===== src/rtl/switch_allocator_pkg.sv =====
// ---------------------------------------------------------------------------
// switch_allocator_pkg : port indices, select types and index helpers shared
//                        by the 5-port switch allocator.
// Revision: 1.0
// ---------------------------------------------------------------------------
`default_nettype none

package switch_allocator_pkg;

  localparam int NUM_PORTS = 5;
  localparam int SEL_W     = NUM_PORTS;

  typedef logic [SEL_W-1:0] sel_t;
  typedef logic [2:0]       port_idx_t;

  localparam port_idx_t PORT_LOCAL = 3'd0;
  localparam port_idx_t PORT_N     = 3'd1;
  localparam port_idx_t PORT_E     = 3'd2;
  localparam port_idx_t PORT_S     = 3'd3;
  localparam port_idx_t PORT_W     = 3'd4;

  typedef enum logic [0:0] {
    ST_IDLE   = 1'b0,
    ST_LOCKED = 1'b1
  } alloc_state_e;

  function automatic port_idx_t port_id(input int o);
    case (o)
      0:       return PORT_LOCAL;
      1:       return PORT_N;
      2:       return PORT_E;
      3:       return PORT_S;
      default: return PORT_W;
    endcase
  endfunction

  // Indices 5..7 are not ports and map to an empty select.
  function automatic sel_t port_to_onehot(input port_idx_t idx);
    return (idx <= PORT_W) ? (sel_t'(1) << idx) : '0;
  endfunction

  function automatic port_idx_t onehot_to_port(input sel_t oh);
    port_idx_t result;
    result = PORT_LOCAL;
    for (int i = 0; i < SEL_W; i++) begin
      if (oh[i]) result = port_idx_t'(i);
    end
    return result;
  endfunction

  function automatic port_idx_t next_port(input port_idx_t idx);
    return (idx >= PORT_W) ? PORT_LOCAL : idx + 3'd1;
  endfunction

endpackage

`default_nettype wire


===== src/rtl/switch_allocator_rr_arbiter5.sv =====
// ---------------------------------------------------------------------------
// rr_arbiter5 : combinational 5-way round-robin pick, searching upward
//               (mod 5) from ptr and returning a one-hot winner.
// Revision: 1.0
// ---------------------------------------------------------------------------
`default_nettype none

module rr_arbiter5
  import switch_allocator_pkg::*;
(
  input  sel_t      req,
  input  port_idx_t ptr,
  output sel_t      winner
);

  logic [3:0] idx;
  logic       found;

  always_comb begin
    winner = '0;
    found  = 1'b0;
    idx    = '0;
    for (int k = 0; k < NUM_PORTS; k++) begin
      idx = {1'b0, ptr} + 4'(k);
      if (idx >= 4'(NUM_PORTS)) idx = idx - 4'(NUM_PORTS);
      if (!found && req[idx[2:0]]) begin
        winner = port_to_onehot(idx[2:0]);
        found  = 1'b1;
      end
    end
  end

endmodule

`default_nettype wire


===== src/rtl/switch_allocator.sv =====
// ---------------------------------------------------------------------------
// switch_allocator : per-output round-robin wormhole allocator for the 5-port
//                    router; optional stall timeout via SWITCH_ALLOC_TIMEOUT_EN.
// Revision: 1.0
// ---------------------------------------------------------------------------
`default_nettype none

module switch_allocator
  import switch_allocator_pkg::*;
#(
  parameter int P_NUM_PORTS = 5,
  parameter int P_TIMEOUT   = 255,
  parameter int P_TO_WIDTH  = 8
) (
  input  logic       clk,
  input  logic       rst,
  input  logic [4:0] req,
  input  logic [2:0] dst_0,
  input  logic [2:0] dst_1,
  input  logic [2:0] dst_2,
  input  logic [2:0] dst_3,
  input  logic [2:0] dst_4,
  input  logic [4:0] tail,
  input  logic [4:0] out_ready,
  output logic [4:0] sel_0,
  output logic [4:0] sel_1,
  output logic [4:0] sel_2,
  output logic [4:0] sel_3,
  output logic [4:0] sel_4,
  output logic [4:0] lock,
  output logic [4:0] grant,
  output logic [4:0] timeout_err
);

  if (P_NUM_PORTS != NUM_PORTS) begin : g_bad_ports
    $error("switch_allocator supports exactly 5 ports");
  end
  if (P_TIMEOUT < 1 || P_TIMEOUT >= (1 << P_TO_WIDTH)) begin : g_bad_timeout
    $error("P_TIMEOUT must lie in 1 .. 2**P_TO_WIDTH-1");
  end

  port_idx_t            dst   [NUM_PORTS];
  sel_t                 sel_r [NUM_PORTS];
  sel_t                 owned;
  logic [NUM_PORTS-1:0] xfer;

  assign dst[0] = dst_0;
  assign dst[1] = dst_1;
  assign dst[2] = dst_2;
  assign dst[3] = dst_3;
  assign dst[4] = dst_4;

  assign sel_0 = sel_r[0];
  assign sel_1 = sel_r[1];
  assign sel_2 = sel_r[2];
  assign sel_3 = sel_r[3];
  assign sel_4 = sel_r[4];

  // An input holding any output is barred from requesting elsewhere.
  always_comb begin
    owned = '0;
    for (int o = 0; o < NUM_PORTS; o++) owned = owned | sel_r[o];
  end

  always_comb begin
    grant = '0;
    for (int o = 0; o < NUM_PORTS; o++) grant = grant | (sel_r[o] & {NUM_PORTS{xfer[o]}});
  end

  for (genvar o = 0; o < NUM_PORTS; o++) begin : g_out
    sel_t         dmatch;
    sel_t         cand;
    sel_t         win;
    sel_t         sel_q;
    port_idx_t    ptr_q;
    port_idx_t    arb_ptr;
    port_idx_t    owner_next;
    alloc_state_e state_q;
    logic         lock_q;
    logic         tail_xfer;

    for (genvar i = 0; i < NUM_PORTS; i++) begin : g_in
      assign dmatch[i] = (dst[i] == port_id(o));
    end

    assign cand       = req & dmatch & ~owned;
    assign xfer[o]    = (state_q == ST_LOCKED) && out_ready[o] && (|(sel_q & req & dmatch));
    assign tail_xfer  = xfer[o] && (|(sel_q & tail));
    assign owner_next = next_port(onehot_to_port(sel_q));
    // A tail transfer re-arbitrates in the same cycle from the advanced pointer.
    assign arb_ptr    = tail_xfer ? owner_next : ptr_q;

    rr_arbiter5 u_arb (
      .req    (cand),
      .ptr    (arb_ptr),
      .winner (win)
    );

    assign sel_r[o] = sel_q;
    assign lock[o]  = lock_q;

`ifdef SWITCH_ALLOC_TIMEOUT_EN
    localparam logic [P_TO_WIDTH-1:0] STALL_LAST = P_TO_WIDTH'(P_TIMEOUT - 1);
    logic [P_TO_WIDTH-1:0] stall_q;
    logic                  terr_q;
    assign timeout_err[o] = terr_q;
`else
    assign timeout_err[o] = 1'b0;
`endif

    always_ff @(posedge clk) begin
      if (rst) begin
        state_q <= ST_IDLE;
        sel_q   <= '0;
        lock_q  <= 1'b0;
        ptr_q   <= PORT_LOCAL;
`ifdef SWITCH_ALLOC_TIMEOUT_EN
        stall_q <= '0;
        terr_q  <= 1'b0;
`endif
      end else begin
`ifdef SWITCH_ALLOC_TIMEOUT_EN
        terr_q <= 1'b0;
`endif
        case (state_q)
          ST_IDLE: begin
`ifdef SWITCH_ALLOC_TIMEOUT_EN
            stall_q <= '0;
`endif
            if (|win) begin
              state_q <= ST_LOCKED;
              sel_q   <= win;
              lock_q  <= 1'b1;
            end
          end
          ST_LOCKED: begin
            if (xfer[o]) begin
`ifdef SWITCH_ALLOC_TIMEOUT_EN
              stall_q <= '0;
`endif
              if (tail_xfer) begin
                ptr_q  <= owner_next;
                sel_q  <= win;
                lock_q <= |win;
                if (!(|win)) state_q <= ST_IDLE;
              end
            end
`ifdef SWITCH_ALLOC_TIMEOUT_EN
            else if (stall_q == STALL_LAST) begin
              state_q <= ST_IDLE;
              sel_q   <= '0;
              lock_q  <= 1'b0;
              ptr_q   <= owner_next;
              stall_q <= '0;
              terr_q  <= 1'b1;
            end else begin
              stall_q <= stall_q + P_TO_WIDTH'(1);
            end
`endif
          end
        endcase
      end
    end
  end

endmodule

`default_nettype wire


===== config.mk =====
export PLATFORM = sky130hd
export DESIGN_NAME = switch_allocator
export DESIGN_NICKNAME = d
export VERILOG_FILES = /design/src/rtl/switch_allocator_pkg.sv /design/src/rtl/switch_allocator_rr_arbiter5.sv /design/src/rtl/switch_allocator.sv
export SDC_FILE = /design/constraint.sdc
export NUM_CORES = 1
export LEC_CHECK = 0
export CAP_MARGIN = 15
export CORE_MARGIN = 2
export CORE_UTILIZATION = 50
export DETAILED_ROUTE_END_ITERATION = 7
export MAX_ROUTING_LAYER = met4
export PLACE_DENSITY = 0.66
export SLEW_MARGIN = 30
export SYNTH_ARGS = -nofsm -noshare
export SYNTH_HDL_FRONTEND = slang
export SYNTH_SLANG_ARGS = --single-unit
export TNS_END_PERCENT = 5

===== constraint.sdc =====
create_clock -name clk -period 13.8 [get_ports clk]
set_clock_uncertainty 0.1 [all_clocks]
set_input_delay 2.07 -clock clk [delete_from_list [all_inputs] [get_ports clk]]
set_output_delay 2.07 -clock clk [all_outputs]
set_load 0.02 [all_outputs]

==> summary.md <==
| Metric | Value |
|---|---|
| Status | `complete, no violations` |
| Worst-case register-to-register setup slack | `just under 7 ns` |
| Number of synthesized register bits | `50` |
| Hold path startpoint | `g_out[2].lock_q` |
| Total half-perimeter wirelength after legalization and detailed placement | `roughly 28000 um` |
| Pre-Repair DR Iteration Count | `6` |
| Most used flip-flop cell after synthesis | `sky130_fd_sc_hd__dfxtp_1` |
| Data arrival at the endpoint of the critical path | `9.05 ns` |
| Cell area after placement | `~11000 sq um` |
| Core utilization of the finished layout | `0.548` |
| Most frequent standard cell in the layout excluding fill and tap cells | `sky130_fd_sc_hd__nor2_1` |
| Number of ports placed on the die boundary | `72` |
| Final Cell Area | `between 10000 and 15000 sq um` |
| Post-detailed-routing wire length | `between 30000 and 40000 um` |
| Fin Setup TNS | `0 ns` |
| Ant diodes | `0` |
| Startpoint class of the critical path | `input port` |
| Final setup vio count | `0` |
| Routed metal-1 wire length | `roughly 16000 um` |
| Detail Route met3 WL | `between 3000 and 4000 um` |
| Routability congestion estimate from global placement | `0.964` |
| Worst hold margin | `approximately 0.36 ns` |
| Buffers inserted by post-CTS timing repair | `0` |
| Worst min-delay path class | `register to register` |
| Share of synthesized flip-flops with an asynchronous set or reset | `0` |
| Power density relative to cell area | `approximately 64 nW/um^2` |
| Number of DRC violations after detailed routing | `0` |
| Floorplan Core Area | `about 21000 sq um` |
| Cell area after synthesis | `about 11000 sq um` |
| DR WL met2 | `roughly 17000 um` |
| Root buffer cell | `sky130_fd_sc_hd__clkbuf_16` |
| Number of clock buffers inserted by TritonCTS | `5` |
| Initial standard-cell utilization of the core | `0.509` |
| H-Tree Depth | `2` |
| Transition time at the pin with the least slew margin | `roughly 0.96 ns` |
| Worst hold path depth | `2` |
| Depth of the worst register-to-register path | `17` |
| Register area share after synthesis | `0.0939` |
| Largest net degree at the start of global routing | `50` |
| Number of global-route vias before repair | `11027` |
| Critical register-to-register path endpoint | `sel_0[2]` |
| Floorplan die height | `around 150 um` |
| Most frequent cells in the layout | `142 x sky130_fd_sc_hd__nor2_1, 127 x sky130_fd_sc_hd__nand2_1, 116 x sky130_fd_sc_hd__a21oi_1` |
| Post-route fraction of the period consumed by the critical path | `0.649` |
| Worst Hold Path EP | `g_out[2].lock_q` |
| Cells resized by post-CTS repair | `0` |
| Top Metal Used | `met4` |
| CTS tree | `built` |
| Total global-route track usage | `0.326` |
| Endpoints failing hold | `0` |
| CTS clk-pin slew, worst paths | `0.07 ns` |
| Nature of the critical path endpoint | `register` |
| Max-cap violation count | `0` |
| Max Buffers Root-to-Sink | `2` |
| Antenna Violating Nets Remaining | `0` |
| Final layout net count | `between 1500 and 2000` |
| Area growth from synthesis to final layout | `7.83%` |
| Total Power | `between 0.7 and 0.8 mW` |
| Count of hold-fix buffers inserted at cts | `0` |
| Fraction of layout instances using a drive strength above 1 | `0.0854` |
| Shortest period the worst path allows | `8.95 ns` |
| Clock Latency Late Sink | `approximately 0.32 ns` |
| YS warnings | `0` |
| Syn Area/Cell | `roughly 7.1 sq um` |
| Clk sink count | `50` |
| Number of library cell types mapped by synthesis | `129` |
| Worst voltage drop across the vdd grid | `around 0.06 mV` |
| Standard-cell rows | `53` |
| Buffers on Ports | `66` |
| Count of routing violations after the opening detailed-route iteration | `about 1400` |
| Relative slew slack | `0.355` |
| Via density per instance | `6.99` |
| Count of flip-flops with a built-in enable after synthesis | `0` |
| Routed len/inst | `approximately 21 um` |
| Total overflow reported by the global router | `0` |
| Worst r2r src | `sel_0[2]` |
| Unrepaired setup endpoints after global routing | `no` |
| Global-route wire length before repair | `slightly below 60000 um` |
| Maximum operating frequency | `0.112 GHz` |
| Max-slew violations | `0` |
| Leakage | `about 4.3 nW` |
| Die area | `around 22000 sq um` |
| Die width | `roughly 150 um` |
| Vias after detailed routing | `around 12000` |
| Worst Path Class, Setup | `input port to register` |
| Antenna violations before repair | `0` |
| Mapped Cells | `about 1500` |
| Worst endpoint required time | `approximately 14 ns` |
| Largest fanout on the critical path | `33` |
-- worst max-delay path, cell delays in order --
cell,delay [ns]
sky130_fd_sc_hd__clkdlybuf4s50_1,0.69
sky130_fd_sc_hd__nor3b_1,0.37
sky130_fd_sc_hd__a32oi_1,0.22
sky130_fd_sc_hd__a31oi_2,0.70
sky130_fd_sc_hd__mux2i_1,0.26
sky130_fd_sc_hd__buf_4,0.29
sky130_fd_sc_hd__inv_2,0.28
sky130_fd_sc_hd__ha_1,0.93
sky130_fd_sc_hd__nor2_1,0.22
sky130_fd_sc_hd__a22oi_1,0.41
sky130_fd_sc_hd__o221ai_1,0.29
sky130_fd_sc_hd__o21ai_1,0.42
sky130_fd_sc_hd__nand3_1,0.23
sky130_fd_sc_hd__or3_1,0.44
sky130_fd_sc_hd__a2111oi_1,0.40
sky130_fd_sc_hd__nor3b_1,0.43
sky130_fd_sc_hd__a21oi_1,0.12
sky130_fd_sc_hd__o221a_2,0.24
-- how the worst max path moves through the flow --
stage | start | end | slack, ns | depth (start not counted)
after floorplan | dst_4[0] | sel_1[1] | 6.48 | 20
after global placement | req[3] | sel_0[2] | 4.46 | 18
after detailed placement | req[3] | sel_0[2] | 4.76 | 18
after CTS | req[3] | sel_0[2] | 5.06 | 18
after global routing | req[3] | sel_0[2] | 4.36 | 18
final | req[3] | sel_0[2] | 4.85 | 18
-- cell families after synthesis --
kind of cell / after synthesis / synth area share
buf+inv: 160 / 0.0655
flops: 50 / 0.0939
fa+ha+maj: 57 / 0.0704
simple gates: 630 / 0.309
other cells: 1 / 0.000352
mux: 58 / 0.0626
compound gates: 542 / 0.389
xor+xnor: 9 / 0.00916
-- synth_stat cells (all sizes together), types with 9 or more instances --
master   number  area share
o22ai        15      0.0094
and3         25       0.015
ha           52       0.061
nor2b        22       0.013
o31ai        18       0.014
nand3b       11      0.0077
a222oi       11       0.010
or4          14       0.010
nor3b        11      0.0096
nand4        13      0.0076
a21oi       120       0.058
or3          20       0.012
o21ai        74       0.036
inv          61       0.022
nand2       129       0.046
xnor2         9      0.0092
or2           9      0.0053
a211oi       35       0.029
nand2b       19       0.011
and2         30       0.018
buf          39       0.023
nor2        144       0.052
a211o         9      0.0074
a31oi        22       0.016
a21o         21       0.015
o32ai        12       0.014
clkbuf       57       0.020
a32oi        21       0.019
a2111oi      10       0.011
o31a         10      0.0082
mux2         13       0.014
o211ai       15       0.011
nor3         64       0.031
mux2i        41       0.040
nor4         17       0.011
a21boi       13      0.0099
a22oi        15       0.011
dfxtp        50       0.094
nand3        74       0.035
-- sequential cells by signal, summed over array words and instances (netlist names) --
register,cells
sel_3,5
sel_2,5
sel_0,5
g_out.lock_q,5
g_out.state_q,5
sel_1,5
g_out.ptr_q,15
sel_4,5
-- per-layer routing --
| layer | up-vias | GRT usage |
|---|---|---|
| met3 | 89 | 0.0357 |
| met5 | - | - |
| met2 | 668 | 0.527 |
| met1 | 5816 | 0.429 |
| li1 | 5833 | - |
| met4 | 0 | 0.0925 |
-- cell type report --
| cell class | instances | area, sq um |
|---|---|---|
| Clock buffer | 5 | 125 |
| Clock inverter | 3 | 43.8 |
| Fill cell | 2081 | 9460 |
| Inverter | 64 | 244 |
| Multi-Input combinational cell | 1301 | 9000 |
| Sequential cell | 50 | 1000 |
| Tap cell | 275 | 344 |
| Timing Repair Buffer | 76 | 733 |
-- power by group --
| group | internal (mW) | switching [mW] |
|---|---|---|
| Sequential | 0.159 | 0.0278 |
| Clock | 0.0862 | 0.0645 |
| Combinational | 0.152 | 0.241 |
-- metrics by stage --
stage,std cells,worst slack (ns)
2_1_floorplan,1511,6.48
3_3_place_gp,1766,4.46
3_5_place_dp,1766,4.76
4_1_cts,1774,5.06
5_1_grt,1774,4.36
6_report,1774,4.85
No activity file was read; power rests on OpenSTA's default activity.
